$ cat src/rtl/mem_access_unit_pkg.sv
// mem_access_unit_pkg
//   Shared definitions for the data-memory access unit: access-size and
//   load-extension codes, the FSM state encoding, the captured-request
//   struct and the access legality check.
package mem_access_unit_pkg;

  localparam logic [1:0] MEM_SIZE_WORD = 2'b00;
  localparam logic [1:0] MEM_SIZE_HALF = 2'b01;
  localparam logic [1:0] MEM_SIZE_BYTE = 2'b10;
  localparam logic [1:0] MEM_SIZE_ILL  = 2'b11;

  localparam logic MEM_EXT_SIGN = 1'b0;
  localparam logic MEM_EXT_ZERO = 1'b1;

  typedef enum logic [2:0] {
    ST_IDLE   = 3'd0,
    ST_RD     = 3'd1,
    ST_WR     = 3'd2,
    ST_RMW_RD = 3'd3,
    ST_RMW_WR = 3'd4,
    ST_DONE   = 3'd5
  } memState_t;

  // Access attributes latched when the request is accepted in IDLE.
  typedef struct packed {
    logic [1:0]  size;
    logic        ext;
    logic [1:0]  lane;
    logic [31:0] wdata;
  } memReq_t;

  // An access is rejected without touching memory when it is misaligned
  // for its size, uses the reserved size code, or asks for read and write.
  function automatic logic accessFault(input logic rd, input logic wr,
                                       input logic [1:0] size,
                                       input logic [1:0] lane);
    accessFault = (rd & wr)
                | (size == MEM_SIZE_ILL)
                | ((size == MEM_SIZE_WORD) & (lane != 2'b00))
                | ((size == MEM_SIZE_HALF) & lane[0]);
  endfunction

endpackage

$ cat src/rtl/mem_lane_align.sv
// mem_lane_align
//   Combinational little-endian lane handling for the memory access unit.
//   Ports:
//     lane, size, ext   byte lane (addr[1:0]), access size code, load extension
//     memWord           word read from memory
//     storeData         store data; low byte/half is the payload for SB/SH
//     loadData          selected lane, sign/zero extended to 32 bits
//     mergedWord        memWord with the store payload written into its lane
//     laneData          store payload replicated across all lanes
//     laneMask          byte-enable mask of the lanes the access covers
module mem_lane_align
  import mem_access_unit_pkg::*;
(
  input  logic [1:0]  lane,
  input  logic [1:0]  size,
  input  logic        ext,
  input  logic [31:0] memWord,
  input  logic [31:0] storeData,
  output logic [31:0] loadData,
  output logic [31:0] mergedWord,
  output logic [31:0] laneData,
  output logic [3:0]  laneMask
);

  logic [7:0]  bSel;
  logic [15:0] hSel;

  always_comb begin
    bSel       = memWord[{lane, 3'b000} +: 8];
    hSel       = lane[1] ? memWord[31:16] : memWord[15:0];
    loadData   = memWord;
    mergedWord = memWord;
    laneData   = storeData;
    laneMask   = 4'b1111;
    case (size)
      MEM_SIZE_HALF: begin
        loadData = {{16{hSel[15] & (ext == MEM_EXT_SIGN)}}, hSel};
        if (lane[1]) mergedWord[31:16] = storeData[15:0];
        else         mergedWord[15:0]  = storeData[15:0];
        laneData = {2{storeData[15:0]}};
        laneMask = lane[1] ? 4'b1100 : 4'b0011;
      end
      MEM_SIZE_BYTE: begin
        loadData = {{24{bSel[7] & (ext == MEM_EXT_SIGN)}}, bSel};
        mergedWord[{lane, 3'b000} +: 8] = storeData[7:0];
        laneData = {4{storeData[7:0]}};
        laneMask = 4'b0001 << lane;
      end
      default: ;
    endcase
  end

endmodule

$ cat src/rtl/mem_access_unit.sv
// mem_access_unit
//   Data-memory stage: performs word/half/byte loads (sign or zero extended)
//   and stores against a word-wide memory over a req/ack handshake, stalling
//   the CPU until the access completes. Partial stores are read-modify-write.
//   Build option BYTE_ENABLE_EN: adds mem_be[3:0]; partial stores become a
//   single masked write with the payload replicated across lanes.
//   Ports:
//     clk, rst_n                  clock, async active-low reset
//     memRead, memWrite           access request from the control unit
//     memDataSize, memBitExt      00 word/01 half/10 byte; 0 sign/1 zero ext
//     addr, wdata                 byte address, store data
//     rdata, stall, done, mem_err load result, CPU stall, completion pulse, error
//     mem_req, mem_we, mem_addr,
//     mem_wdata, (mem_be)         registered memory request
//     mem_ack, mem_rdata          memory completion and read data
module mem_access_unit
  import mem_access_unit_pkg::*;
#(
  parameter int ADDR_W  = 10,
  parameter int TIMEOUT = 255
) (
  input  logic              clk,
  input  logic              rst_n,
  input  logic              memRead,
  input  logic              memWrite,
  input  logic [1:0]        memDataSize,
  input  logic              memBitExt,
  input  logic [31:0]       addr,
  input  logic [31:0]       wdata,
  output logic [31:0]       rdata,
  output logic              stall,
  output logic              done,
  output logic              mem_err,
  output logic              mem_req,
  output logic              mem_we,
  output logic [ADDR_W-1:0] mem_addr,
  output logic [31:0]       mem_wdata,
`ifdef BYTE_ENABLE_EN
  output logic [3:0]        mem_be,
`endif
  input  logic              mem_ack,
  input  logic [31:0]       mem_rdata
);

  // Last cycle of waiting: the request has then been up TIMEOUT cycles.
  localparam logic [7:0] CNT_LAST = 8'(TIMEOUT - 1);

  memState_t         stateQ, stateD;
  memReq_t           reqQ, reqD;
  logic [7:0]        cntQ, cntD;
  logic [31:0]       rdataD, wdataD;
  logic [ADDR_W-1:0] addrD;
  logic              reqOutD, weD, errQ, errD;
  logic              busReq;
`ifdef BYTE_ENABLE_EN
  logic [3:0]        beD;
`endif

  logic [1:0]  alnLane, alnSize;
  logic [31:0] alnData, loadData, mergedWord, laneData;
  logic [3:0]  laneMask;
  logic        unusedBits;

  assign busReq  = memRead | memWrite;
  assign done    = (stateQ == ST_DONE);
  assign mem_err = errQ;
  assign stall   = busReq & ~done;

  // In IDLE the aligner sees the live request so a byte-enabled partial
  // store can launch with its lanes already replicated; afterwards it works
  // on the captured request.
  assign alnLane = (stateQ == ST_IDLE) ? addr[1:0]   : reqQ.lane;
  assign alnSize = (stateQ == ST_IDLE) ? memDataSize : reqQ.size;
  assign alnData = (stateQ == ST_IDLE) ? wdata       : reqQ.wdata;

  mem_lane_align uAlign (
    .lane       (alnLane),
    .size       (alnSize),
    .ext        (reqQ.ext),
    .memWord    (mem_rdata),
    .storeData  (alnData),
    .loadData   (loadData),
    .mergedWord (mergedWord),
    .laneData   (laneData),
    .laneMask   (laneMask)
  );

`ifdef BYTE_ENABLE_EN
  assign unusedBits = ^{addr[31:ADDR_W+2], mergedWord};
`else
  assign unusedBits = ^{addr[31:ADDR_W+2], laneMask};
`endif

  always_comb begin
    stateD  = stateQ;
    reqD    = reqQ;
    cntD    = cntQ;
    rdataD  = rdata;
    wdataD  = mem_wdata;
    addrD   = mem_addr;
    reqOutD = mem_req;
    weD     = mem_we;
    errD    = errQ;
`ifdef BYTE_ENABLE_EN
    beD     = mem_be;
`endif
    case (stateQ)
      ST_IDLE: begin
        if (busReq) begin
          reqD.size  = memDataSize;
          reqD.ext   = memBitExt;
          reqD.lane  = addr[1:0];
          reqD.wdata = wdata;
          addrD      = addr[ADDR_W+1:2];
          if (accessFault(memRead, memWrite, memDataSize, addr[1:0])) begin
            stateD = ST_DONE;
            errD   = 1'b1;
            rdataD = '0;
          end else begin
            reqOutD = 1'b1;
            cntD    = '0;
            if (memRead) begin
              stateD = ST_RD;
              weD    = 1'b0;
            end else if (memDataSize == MEM_SIZE_WORD) begin
              stateD = ST_WR;
              weD    = 1'b1;
              wdataD = laneData;
`ifdef BYTE_ENABLE_EN
              beD    = laneMask;
`endif
            end else begin
`ifdef BYTE_ENABLE_EN
              stateD = ST_WR;
              weD    = 1'b1;
              wdataD = laneData;
              beD    = laneMask;
`else
              stateD = ST_RMW_RD;
              weD    = 1'b0;
`endif
            end
          end
        end
      end
      ST_RD, ST_WR, ST_RMW_RD, ST_RMW_WR: begin
        if (mem_ack) begin
          cntD = '0;
          case (stateQ)
            ST_RD: begin
              rdataD  = loadData;
              reqOutD = 1'b0;
              stateD  = ST_DONE;
            end
`ifndef BYTE_ENABLE_EN
            // Request stays up; it becomes the write half of the RMW.
            ST_RMW_RD: begin
              wdataD = mergedWord;
              weD    = 1'b1;
              stateD = ST_RMW_WR;
            end
`endif
            default: begin
              reqOutD = 1'b0;
              weD     = 1'b0;
              stateD  = ST_DONE;
            end
          endcase
        end else if (cntQ == CNT_LAST) begin
          // Abandon the access; an unfinished RMW never issued its write.
          reqOutD = 1'b0;
          weD     = 1'b0;
          errD    = 1'b1;
          rdataD  = '0;
          stateD  = ST_DONE;
        end else begin
          cntD = cntQ + 8'd1;
        end
      end
      ST_DONE: begin
        errD   = 1'b0;
        stateD = ST_IDLE;
      end
      default: begin
        stateD  = ST_IDLE;
        reqOutD = 1'b0;
        weD     = 1'b0;
        errD    = 1'b0;
      end
    endcase
  end

  always_ff @(posedge clk or negedge rst_n) begin
    if (!rst_n) begin
      stateQ    <= ST_IDLE;
      reqQ      <= '0;
      cntQ      <= '0;
      rdata     <= '0;
      mem_wdata <= '0;
      mem_addr  <= '0;
      mem_req   <= 1'b0;
      mem_we    <= 1'b0;
      errQ      <= 1'b0;
`ifdef BYTE_ENABLE_EN
      mem_be    <= '0;
`endif
    end else begin
      stateQ    <= stateD;
      reqQ      <= reqD;
      cntQ      <= cntD;
      rdata     <= rdataD;
      mem_wdata <= wdataD;
      mem_addr  <= addrD;
      mem_req   <= reqOutD;
      mem_we    <= weD;
      errQ      <= errD;
`ifdef BYTE_ENABLE_EN
      mem_be    <= beD;
`endif
    end
  end

endmodule

$ cat config.mk
export PLATFORM = sky130hd
export DESIGN_NAME = mem_access_unit
export DESIGN_NICKNAME = d
export VERILOG_FILES = /design/src/rtl/mem_access_unit_pkg.sv /design/src/rtl/mem_lane_align.sv /design/src/rtl/mem_access_unit.sv
export SDC_FILE = /design/constraint.sdc
export NUM_CORES = 1
export LEC_CHECK = 0
export CAP_MARGIN = 15
export CORE_MARGIN = 8
export CORE_UTILIZATION = 30
export CTS_BUF_LIST = sky130_fd_sc_hd__clkbuf_4 sky130_fd_sc_hd__clkbuf_8 sky130_fd_sc_hd__clkbuf_16
export DETAILED_ROUTE_END_ITERATION = 8
export HOLD_SLACK_MARGIN = 0.12
export PLACE_DENSITY = 0.55
export SETUP_SLACK_MARGIN = 0.3
export SYNTH_ARGS = -nofsm -noshare
export SYNTH_HDL_FRONTEND = slang
export SYNTH_HIERARCHICAL = 1
export SYNTH_SLANG_ARGS = --single-unit
$ cat constraint.sdc
create_clock -name clk -period 3.3 [get_ports clk]
set_input_delay 0.33 -clock clk [delete_from_list [all_inputs] [get_ports clk]]
set_output_delay 0.33 -clock clk [all_outputs]
set_load 0.02 [all_outputs]
After elaboration in Yosys (flattened, before gate mapping):

Cells that the tools add are included.

* add/subtract/negate cells: 2
* equality and inequality tests: 24
* shift operators: 3
* mux-type cells: 54
* bitwise logic cells: 12
* reductions and logical operators: 13

Operator list (count)
* $mux W32: 12
* $pmux W32 S2: 5
* $mux W16: 3
* $bwmux W32: 1
* $mux W8: 4
* $shift A8 B7 Y32 const A: 1
* $shiftx A32 B6 Y8: 1
* $shiftx A8 B7 Y32: 1
* $mux W1: 16
* $pmux W8 S2: 1
* $ne A3 B3 Y1 const B: 5
* $reduce_and A5 Y1: 3
* $ne A2 B2 Y1 const B: 7
* $mux W3: 4
* $add A8 B1 Y8 const B: 1
* $eq A8 B8 Y1 const B: 1
* $reduce_and A4 Y1: 2
* $neg A5 Y7: 1
* $reduce_and A7 Y1: 1
* $and A1 B1 Y1: 6
* $eq A3 B2 Y1 const B: 2
* $eq A3 B3 Y1 const B: 2
* $mux W2: 3
* $pmux W1 S3: 2
* other kinds (13): 23

* register bits after elaboration: 125
* bits of input ports: 104
* output and inout bits: 79

Depth between registers and ports, before layout:

* word-level depth: 9
* depth in mapped cells: 15
* gate-level depth less buffers: 11

Modules after synthesis:

Netlist, hierarchy kept.

Modules (own cells, without submodules)
* mem_access_unit: instances 1, cells each 604, area each 6047.0 um^2
* mem_lane_align: instances 1, cells each 340, area each 2153.3 um^2

Worst setup path after synthesis:

Ideal clock, no wire load.

* path type: reg-to-reg
* start point: register stateQ[1]
* end point: register mem_wdata[26]
* setup time: 0.077 ns
* data arrival time: 2.983 ns
* path slack: 0.240 ns
* stages on the path, launching flop included: 15
* path buffers: 3
* clock period less this slack: 3.060 ns
* path through: dfrtp_1 or3_1 buf_6 clkbuf_1 nand2_1 nand2_1 inv_1 buf_2 ha_1 nor4b_1 and3_1 a22oi_1 o21ai_0 mux2i_1 a21oi_1

* longest elaborated chain between the ends: 9
* elaborated cells on any way between the ends: 33

RTL lines
* start, declared: RTL line mem_access_unit.sv:48 `memState_t stateQ, stateD;`
* start signal, assigned: RTL line mem_access_unit.sv:208 `stateQ <= stateD;`
* $logic_not A3 Y1 *: RTL line mem_access_unit.sv:72 `assign alnLane = (stateQ == ST_IDLE) ? addr[1:0] : reqQ.lane;`
* $mux W2 *: RTL line mem_access_unit.sv:72
* named net alnLane[1]: RTL line mem_access_unit.sv:59 `logic [1:0] alnLane, alnSize;`
* $neg A5 Y7: RTL line mem_lane_align.sv:45 `mergedWord[{lane, 3'b000} +: 8] = storeData[7:0];`
* $shiftx A8 B7 Y32 / $shift A8 B7 Y32 (equally long branches): RTL line mem_lane_align.sv:45
* $bwmux W32: RTL line mem_lane_align.sv:45
* $pmux W32 S2 *: RTL line mem_lane_align.sv:35 `case (size)`
* named net mergedWord[26]: RTL line mem_access_unit.sv:60 `logic [31:0] alnData, loadData, mergedWord, laneData;`
* $mux W32 *: RTL line mem_access_unit.sv:149 `case (stateQ)`
* $mux W32 *: RTL line mem_access_unit.sv:147 `if (mem_ack) begin`
* $pmux W32 S2 *: RTL line mem_access_unit.sv:107 `case (stateQ)`
* end signal, assigned: RTL line mem_access_unit.sv:212 `mem_wdata <= wdataD;`
* end, declared: RTL line mem_access_unit.sv:37 `output logic [31:0] mem_wdata,`

Mark *: on every way through the listed nets, which the timed path passes. The rest lies on a longest branch. The select of a mux whose other input is x is not followed.
A chain may end at the register's enable or synchronous reset.

Worst setup path in the final report:

* start point: register stateQ[1]
* end point: register mem_wdata[13]

* elaborated cells on any way between the ends: 33

RTL lines
* $logic_not A3 Y1 *: RTL line mem_access_unit.sv:73 `assign alnSize = (stateQ == ST_IDLE) ? memDataSize : reqQ.size;`
* $mux W2 *: RTL line mem_access_unit.sv:73
* named net alnSize[1]: RTL line mem_access_unit.sv:59
* $eq A2 B2 Y1 / $eq A2 B1 Y1 (equally long branches)
* $pmux W32 S2 *: RTL line mem_lane_align.sv:35
* named net mergedWord[13]: RTL line mem_access_unit.sv:60
* $mux W32 *: RTL line mem_access_unit.sv:149
* $mux W32 *: RTL line mem_access_unit.sv:147
* $pmux W32 S2 *: RTL line mem_access_unit.sv:107

Marked as above.

==> results.toml <==
[final_layout]
area_growth_pct = 32.1
fillers = 2711
layout.nets = 1194
diodes = 0
drive_above_1_share_pct = 13.6

[pwr]
p_leak_nw = 4.74
total_power_mw = 13.9
peakVddDrop_mv = 0.560
pwr_density_cell_nw_per_um2 = 1290

[clocking]
cts-root-buf = "clkbuf_16"
clockBufferDepth = 2
insertion_delay_ns = 0.43
htree_levels = 4
cts_made_buffers = 17
cts.sinks = 125
cts_tree = "done"
cts.clk_slew.worst_paths_ns = 0.06

[timing]
period_needed_ns = 2.89
finalSetupViolations = 0
finalSetupTns_ns = 0
tightestPinTransition_ns = 0.754
final-hold-violation-count = 0
max_freq_mhz = 346
clock_skew_ns = 0.0106
rsz0062_at_grt = "no"
max_slew_margin_pct = 49.7
min_period_over_period_pct = 87.5
slew_viol_final = 0

[global_route]
grt_usage_pct = 17.1
grt_overflow = 0
grt_max_degree = 126
antenna_found_initial = 0
grt_first_pass_wirelength_mm = 43.7
grt_pass1_vias = 7336

[setup_path]
path_cells = "or3_4 > nand2_1 > nand2_1 > ha_2 > clkinv_1 > buf_4 > nand2_1 > nor2_1 > a221o_1 > mux2i_2 > a21oi_1"
cp.required_ns = 3.59
cpMostUsedCell = "nand2_1"
crit_path_end_kind = "flop"
worst_setup_path_start_kind = "flop"
path_buf_inv = 2
cp_data_arrival_time_ns = 3.17
slowest_stage = "or3_4"
cp_slowest_stage_delay_ns = 0.44
timing.rr.start = "stateQ[1]$_DFFE_PN0P_"
path_max_fanout = 12
crit_path_start = "stateQ[1]$_DFFE_PN0P_"
rrSetupSlack_ns = 0.41
path_class = "flop to flop"
crit_family = "simple AND/OR/NAND/NOR gates"

[logic_synthesis]
synth.avg_cell_area_um2 = 8.73
yosysWarnings = 6
syn-cell-area_um2 = 8170
synthCells = 936
synth_nets = 1049

[run]
max-cap-violations = 0

[drt]
wl_per_cell_um = 19.9
drtIter0Drc = 729
drt.antenna.violating_nets = 0
vias_per_cell = 5.19
vias = 7437
dr.pass1.iters = 9
routed_wl_mm = 28.6
drc = 0

[floorplanning]
num_rows = 60
die-width_um = 181
dieHeight_um = 181
dieArea_um2 = 32800
core_um2 = 26900
io_pins = 183
start_util_pct = 30.4

[placement]
dp_hpwl_mm = 20.7
numPortBuffers = 162
gp_congestion = 0.881

[status]
status = "completed"

[min_path]
hp-class = "input pin to async pin"
[per-layer routing]
layer  global-route usage (%)  vias to the layer above  routed length, µm
met2                     26.5                      269              13000
met3                     4.27                       25               1970
met1                     23.5                     3615              13200
met5                        0                        -                  0
met4                     4.72                        0                364
li1                         -                     3528                  -
[final cells by class]
type                            instances  area, µm²  area share [%]
Tap cell                              341        427            3.95
Inverter                               59        221            2.05
Clock buffer                           21        474            4.39
Sequential cell                       125       3130            29.0
Multi-Input combinational cell        684       4490            41.6
Clock inverter                         10        115            1.07
Timing Repair Buffer                  194       1940            18.0
[worst paths after layout]
check / end / depth (start not counted)
max in group asynchronous: rdata[6]$_DFFE_PN0P_ / 3
worst max-delay path: mem_wdata[13]$_DFFE_PN0P_ / 11
worst max register to register: mem_wdata[13]$_DFFE_PN0P_ / 11
worst min register to register: cntQ[7]$_DFFE_PN0P_ / 1
worst min-delay path: mem_addr[3]$_DFFE_PN0P_ / 3
min in group clk: cntQ[7]$_DFFE_PN0P_ / 1
[stage by stage]
stage	instance area, µm²	setup WS [ns]	util, %	instances	hold slack [ns]
final	10800	0.414	40.2	1434	0.501
after global routing	10800	0.311	40.2	1434	0.495
after CTS	10700	0.374	39.9	1432	0.480
after detailed placement	10100	0.231	37.7	1400	0.490
after global placement	10100	0.228	37.7	1400	0.485
after floorplan	8180	0.329	-	936	0.0344
[sequential cells by signal, indices dropped and copies added (netlist names)]
register and flops:
reqQ 37, mem_wdata 32, rdata 32, mem_addr 10
cntQ 8, stateQ 3, mem_err 1, mem_req 1
mem_we 1
[where the power goes]
group	switching, mW	internal [mW]	leakage [nW]
sequential	0.420	2.22	1.57
combinational	5.51	3.86	2.89
clock	0.736	1.17	0.273
[layout by cell type (no fill, tap or decap), drive strengths merged, types with 31 or more instances in the layout]
cell             n
a21oi           45
mux2i           71
o21ai           46
clkdlybuf4s50  161
dfrtp          125
buf             31
mux2            58
inv             58
nand2          234
nor2            65
[worst reg2reg max path, stage by stage, from the launching register on]
cell	delay, ns
dfrtp_1	0.42
or3_4	0.44
nand2_1	0.08
nand2_1	0.07
ha_2	0.44
clkinv_1	0.19
buf_4	0.23
nand2_1	0.16
nor2_1	0.09
a221o_1	0.31
mux2i_2	0.21
a21oi_1	0.11
[what timing repair did]
item                       CTS  global route
gates cloned                 0             1
setup buffers                0             1
hold buffers                 1             0
hold endpoints to repair   125             0
pin swaps                    0             1
setup endpoints to repair    4            26
resized for setup            1             9
(Power assumes the default switching activity.)
